File: config.mk
export PLATFORM = sky130hd
export DESIGN_NAME = mux_n_1_reg
export DESIGN_NICKNAME = d
export VERILOG_FILES = /design/src/rtl/mux_n_1_reg.sv
export SDC_FILE = /design/constraint.sdc
export NUM_CORES = 1
export LEC_CHECK = 0
export ABC_AREA = 1
export BUFFER_PORTS_ARGS = -buffer_cell sky130_fd_sc_hd__buf_2
export CAP_MARGIN = 20
export CORE_MARGIN = 2
export CORE_UTILIZATION = 47
export CTS_BUF_LIST = sky130_fd_sc_hd__clkbuf_8
export DETAILED_ROUTE_END_ITERATION = 10
export HOLD_SLACK_MARGIN = 0.05
export PLACE_DENSITY = 0.81
export SETUP_SLACK_MARGIN = 0.4
export SYNTH_ARGS = -nofsm -noshare
export SYNTH_HDL_FRONTEND = slang
export SYNTH_SLANG_ARGS = --single-unit
File: constraint.sdc
create_clock -name clk -period 1.65 [get_ports clk]
set_clock_uncertainty 0.15 [all_clocks]
set_input_delay 0.2475 -clock clk [delete_from_list [all_inputs] [get_ports clk]]
set_output_delay 0.2475 -clock clk [all_outputs]
set_load 0.02 [all_outputs]
File: src/rtl/mux_n_1_reg.sv
// Registered N:1 bus multiplexer with a valid/ready channel select, one-cycle
// blanking on every channel change, and an auto-scan mode with fixed dwell.
module mux_n_1_reg #(
    parameter int WIDTH = 8,
    parameter int N     = 4,
    parameter int DWELL = 16
) (
    input  logic                     clk,
    input  logic                     rst_n,
    input  logic [N*WIDTH-1:0]       data_in,
    input  logic                     enable,
    input  logic                     mode,
    input  logic [$clog2(N)-1:0]     sel_in,
    input  logic                     sel_valid,
    output logic                     sel_ready,
    output logic                     sel_err,
    output logic [$clog2(N)-1:0]     cur_sel,
    output logic [WIDTH-1:0]         out,
    output logic                     out_valid
);

    localparam int SEL_W = $clog2(N);
    localparam int DW_W  = (DWELL > 1) ? $clog2(DWELL) : 1;

    localparam logic [SEL_W:0]   N_EXT      = (SEL_W + 1)'(N);
    localparam logic [SEL_W-1:0] SEL_LAST   = SEL_W'(N - 1);
    localparam logic [DW_W-1:0]  DWELL_LAST = DW_W'(DWELL - 1);

    typedef enum logic [1:0] {
        IDLE,
        ACTIVE,
        SWITCH
    } state_t;

    state_t            state_q;
    logic [SEL_W-1:0]  cur_sel_q;
    logic [DW_W-1:0]   dwell_q;
    logic [WIDTH-1:0]  out_q;
    logic              out_valid_q;
    logic              sel_err_q;

    logic              sel_accept;
    logic              sel_bad;
    logic              sel_good;
    logic [WIDTH-1:0]  sel_data;
    logic [SEL_W-1:0]  scan_next;

    assign sel_ready  = !mode && (state_q != SWITCH);
    assign sel_accept = sel_valid && sel_ready;
    assign sel_bad    = sel_accept && ({1'b0, sel_in} >= N_EXT);
    assign sel_good   = sel_accept && !sel_bad;
    assign sel_data   = data_in[cur_sel_q*WIDTH +: WIDTH];
    // Explicit wrap keeps cur_sel inside 0..N-1 when N is not a power of two.
    assign scan_next  = (cur_sel_q == SEL_LAST) ? '0 : cur_sel_q + 1'b1;

    always_ff @(posedge clk or negedge rst_n) begin
        if (!rst_n) begin
            state_q     <= IDLE;
            cur_sel_q   <= '0;
            dwell_q     <= '0;
            out_q       <= '0;
            out_valid_q <= 1'b0;
            sel_err_q   <= 1'b0;
        end else begin
            // NOTE: all state here uses non-blocking assignment so every register
            // samples the pre-edge values; later defaults are overridden below.
            sel_err_q <= sel_bad;
            dwell_q   <= '0;
            if (!enable) begin
                state_q     <= IDLE;
                out_q       <= '0;
                out_valid_q <= 1'b0;
                if (sel_good) cur_sel_q <= sel_in;
            end else begin
                case (state_q)
                    IDLE: begin
                        state_q     <= ACTIVE;
                        out_q       <= sel_data;
                        out_valid_q <= 1'b1;
                        if (sel_good) cur_sel_q <= sel_in;
                    end
                    ACTIVE: begin
                        if (sel_good && (sel_in != cur_sel_q)) begin
                            cur_sel_q   <= sel_in;
                            state_q     <= SWITCH;
                            out_q       <= '0;
                            out_valid_q <= 1'b0;
                        end else if (mode && (dwell_q == DWELL_LAST)) begin
                            cur_sel_q   <= scan_next;
                            state_q     <= SWITCH;
                            out_q       <= '0;
                            out_valid_q <= 1'b0;
                        end else begin
                            out_q       <= sel_data;
                            out_valid_q <= 1'b1;
                            if (mode) dwell_q <= dwell_q + 1'b1;
                        end
                    end
                    SWITCH: begin
                        state_q     <= ACTIVE;
                        out_q       <= sel_data;
                        out_valid_q <= 1'b1;
                    end
                    default: begin
                        state_q     <= IDLE;
                        out_q       <= '0;
                        out_valid_q <= 1'b0;
                    end
                endcase
            end
        end
    end

    assign sel_err   = sel_err_q;
    assign cur_sel   = cur_sel_q;
    assign out       = out_q;
    assign out_valid = out_valid_q;

endmodule

==> impl_metrics.toml <==
[hold_path]
hold_end = "dwell_q[2]$_DFF_PN0_"
min_path_cells = 3
min_from = "mode"
hold_path_class = "primary input to flop"

[route]
route.detailed.drc = 0
wl_um = 3200
vias_per_cell = 5.32
routedWlPerCell_um = 13.6
drtIter0Drc = 23
ant_nets = 0
vias = 1250
first_pass_iters = 4

[critical_path]
regToRegSetupSlack_ns = 0.15
reg2reg_depth = 7
critPathLaunchType = "flop"
cp_max_fo = 6
worst_ep_arrival_time_ns = 1.52
critical_path_class = "flop to flop"
worstSetupStartpoint = "dwell_q[1]$_DFF_PN0_"
r2r_end = "out[0]$_DFF_PN0_"
cp.required_ns = 1.66
r2r-start = "dwell_q[1]$_DFF_PN0_"
endpoint_kind = "flop"

[synthesis]
synth_nets = 182
synth-seq-cells = 17
ys_seq_area_frac = 0.396
synth.area.top_cells = "dfrtp_1, nor2_1, a22oi_2, o21ai_0, nand2_1"
postSynthCellCount = 141
synth_top_area_frac = 0.396
syn-cell-area_um2 = 1070
yosysWarnings = 0
synth_area_leader_cell = "dfrtp_1"
syn_area_per_cell_um2 = 7.61
ys_types = 21

[floorplanning]
core_um2 = 2190
num_rows = 17
die_area_um2 = 2680
die_y_um = 51.8
die_w_um = 51.8
io_pins = 52
initial_core_util = 0.490

[finish]
drive_gt1_frac = 0.498
mostFrequentLayoutCell = "buf_2"
final.fill_count = 153
diodes = 0
multi_input_comb_area_um2 = 628
layout_common_cells = "buf_2, nor2_1, nand2_1"
seq_area_um2 = 428
postLayoutCellArea_um2 = 1660
fin_nets = 249
syn2layout_area_growth_pct = 54.2

[global_routing]
grt_max_degree = 18
grt_pass1_wl_um = 4840
antenna_found_initial = 0
grt-ovfl-total = 0
grt.total_usage = 0.242
grt_pass1_vias = 1127

[clock_tree]
cts_sinks = 17
htree_levels = 1
cts_made_buffers = 3
clockBufferDepth = 2
clk_pin_slew_worst_paths_ns = 0.07
cts_tree = "built"
clock_latency_ns = 0.25
ctsRootBufferMaster = "clkbuf_8"

[sta]
final.setup.worst_slack_ns = 0.148
max_freq_ghz = 0.666
min_period_ns = 1.50
finalMaxSlewViolations = 0
rsz0062_at_grt = "yes"
totalNegativeSetupSlack_ns = 0
finalHoldViolCount = 0
setup_viol = 0
min_period_over_period = 0.911

[run]
cap_violations = 0

[placed_design]
dpl_cell_area_um2 = 1360
io_buffers = 50
dp_hpwl_um = 2170
post-place-ws_ns = 0.0610
gp_congestion = 0.863

[run_status]
status = "complete, no violations"

[power]
cellLeakagePower_nw = 0.879
p_per_area_nw_per_um2 = 1460
power_mw = 2.42
irDropWorstVdd_mv = 1.33
==> logic make-up (layout without fill, tap and decap cells) <==
family          Yosys count  after routing  synth area share
flops                    17             17             0.396
other cells               1              1           0.00349
simple gates             76             76             0.307
fa+ha+maj                 2              2            0.0233
compound gates           25             25             0.172
xor+xnor                  2              2            0.0163
buf+inv                  18             84            0.0816
==> layer usage <==
metal	share of wire	global-route usage	wire length [µm]
met1	0.38	0.276	1220
met4	0.039	0.0833	125
met3	0.038	0.0374	122
met5	0	0	0
met2	0.54	0.455	1740
==> registers in the layout (all words and copies together), names as in the netlist <==
name	cells
out_valid	1
cur_sel	2
dwell_q	4
state_q	2
out	8
==> synthesized netlist by cell type <==
cell type	number
inv_1	11
nand2_1	20
buf_4	3
nand2_4	1
nor3_1	2
conb_1	1
nand3_1	8
o21ai_0	17
nor2_2	1
buf_6	1
inv_2	1
nand2_2	3
xor2_1	1
nor2_1	40
dfrtp_1	17
ha_1	2
xnor2_1	1
nand3_4	1
clkbuf_1	1
buf_2	1
a22oi_2	8
==> critical path, stage by stage, from the launching register on <==
cell and delay, ns:
dfrtp_1 0.38, ha_2 0.21, nand2_4 0.08, nor2_4 0.05, nor2_4 0.10, nand3_4 0.13, buf_8 0.16, a22oi_2 0.15
==> layout make-up <==
| cell class | instances | area share |
|---|---|---|
| Multi-Input combinational cell | 106 | 0.379 |
| Clock inverter | 1 | 0.00302 |
| Sequential cell | 17 | 0.259 |
| Tap cell | 28 | 0.0212 |
| Inverter | 12 | 0.0295 |
| Clock buffer | 3 | 0.0249 |
| Timing Repair Buffer | 68 | 0.283 |
==> how the worst max path moves through the flow <==
stage | slack, ns | cells past startpoint | end
after CTS | 0.17 | 7 | out[7]$_DFF_PN0_
after global routing | 0.1 | 7 | out[0]$_DFF_PN0_
after detailed placement | 0.06 | 7 | out[7]$_DFF_PN0_
after global placement | 0.16 | 7 | out[7]$_DFF_PN0_
after floorplan | 0.24 | 7 | out[0]$_DFF_PN0_
final | 0.15 | 7 | out[0]$_DFF_PN0_
==> metrics by stage <==
step	hold WS, ns	util	instances
3_5_place_dp	0.0339	0.621	217
3_3_place_gp	0.0255	0.621	217
5_1_grt	0.125	0.756	235
4_1_cts	0.117	0.730	232
6_report	0.128	0.756	235
2_1_floorplan	-0.198	-	141
==> where the power goes <==
part | leakage (nW) | switching (mW) | total (mW) | internal [mW]
clock network | 0.0255 | 0.141 | 0.308 | 0.167
logic | 0.632 | 0.799 | 1.49 | 0.692
registers | 0.221 | 0.0841 | 0.617 | 0.533
==> repair_timing <==
item | 4_1_cts | 5_1_grt
resized for setup | 26 | 3
buffers inserted | 9 | 2
pin swaps | 12 | 5
hold buffers | 1 | 0
endpoints found under the setup margin | 19 | 19
gates cloned | 1 | 1
hold endpoints to repair | 17 | 0
(Power assumes the default switching activity.)
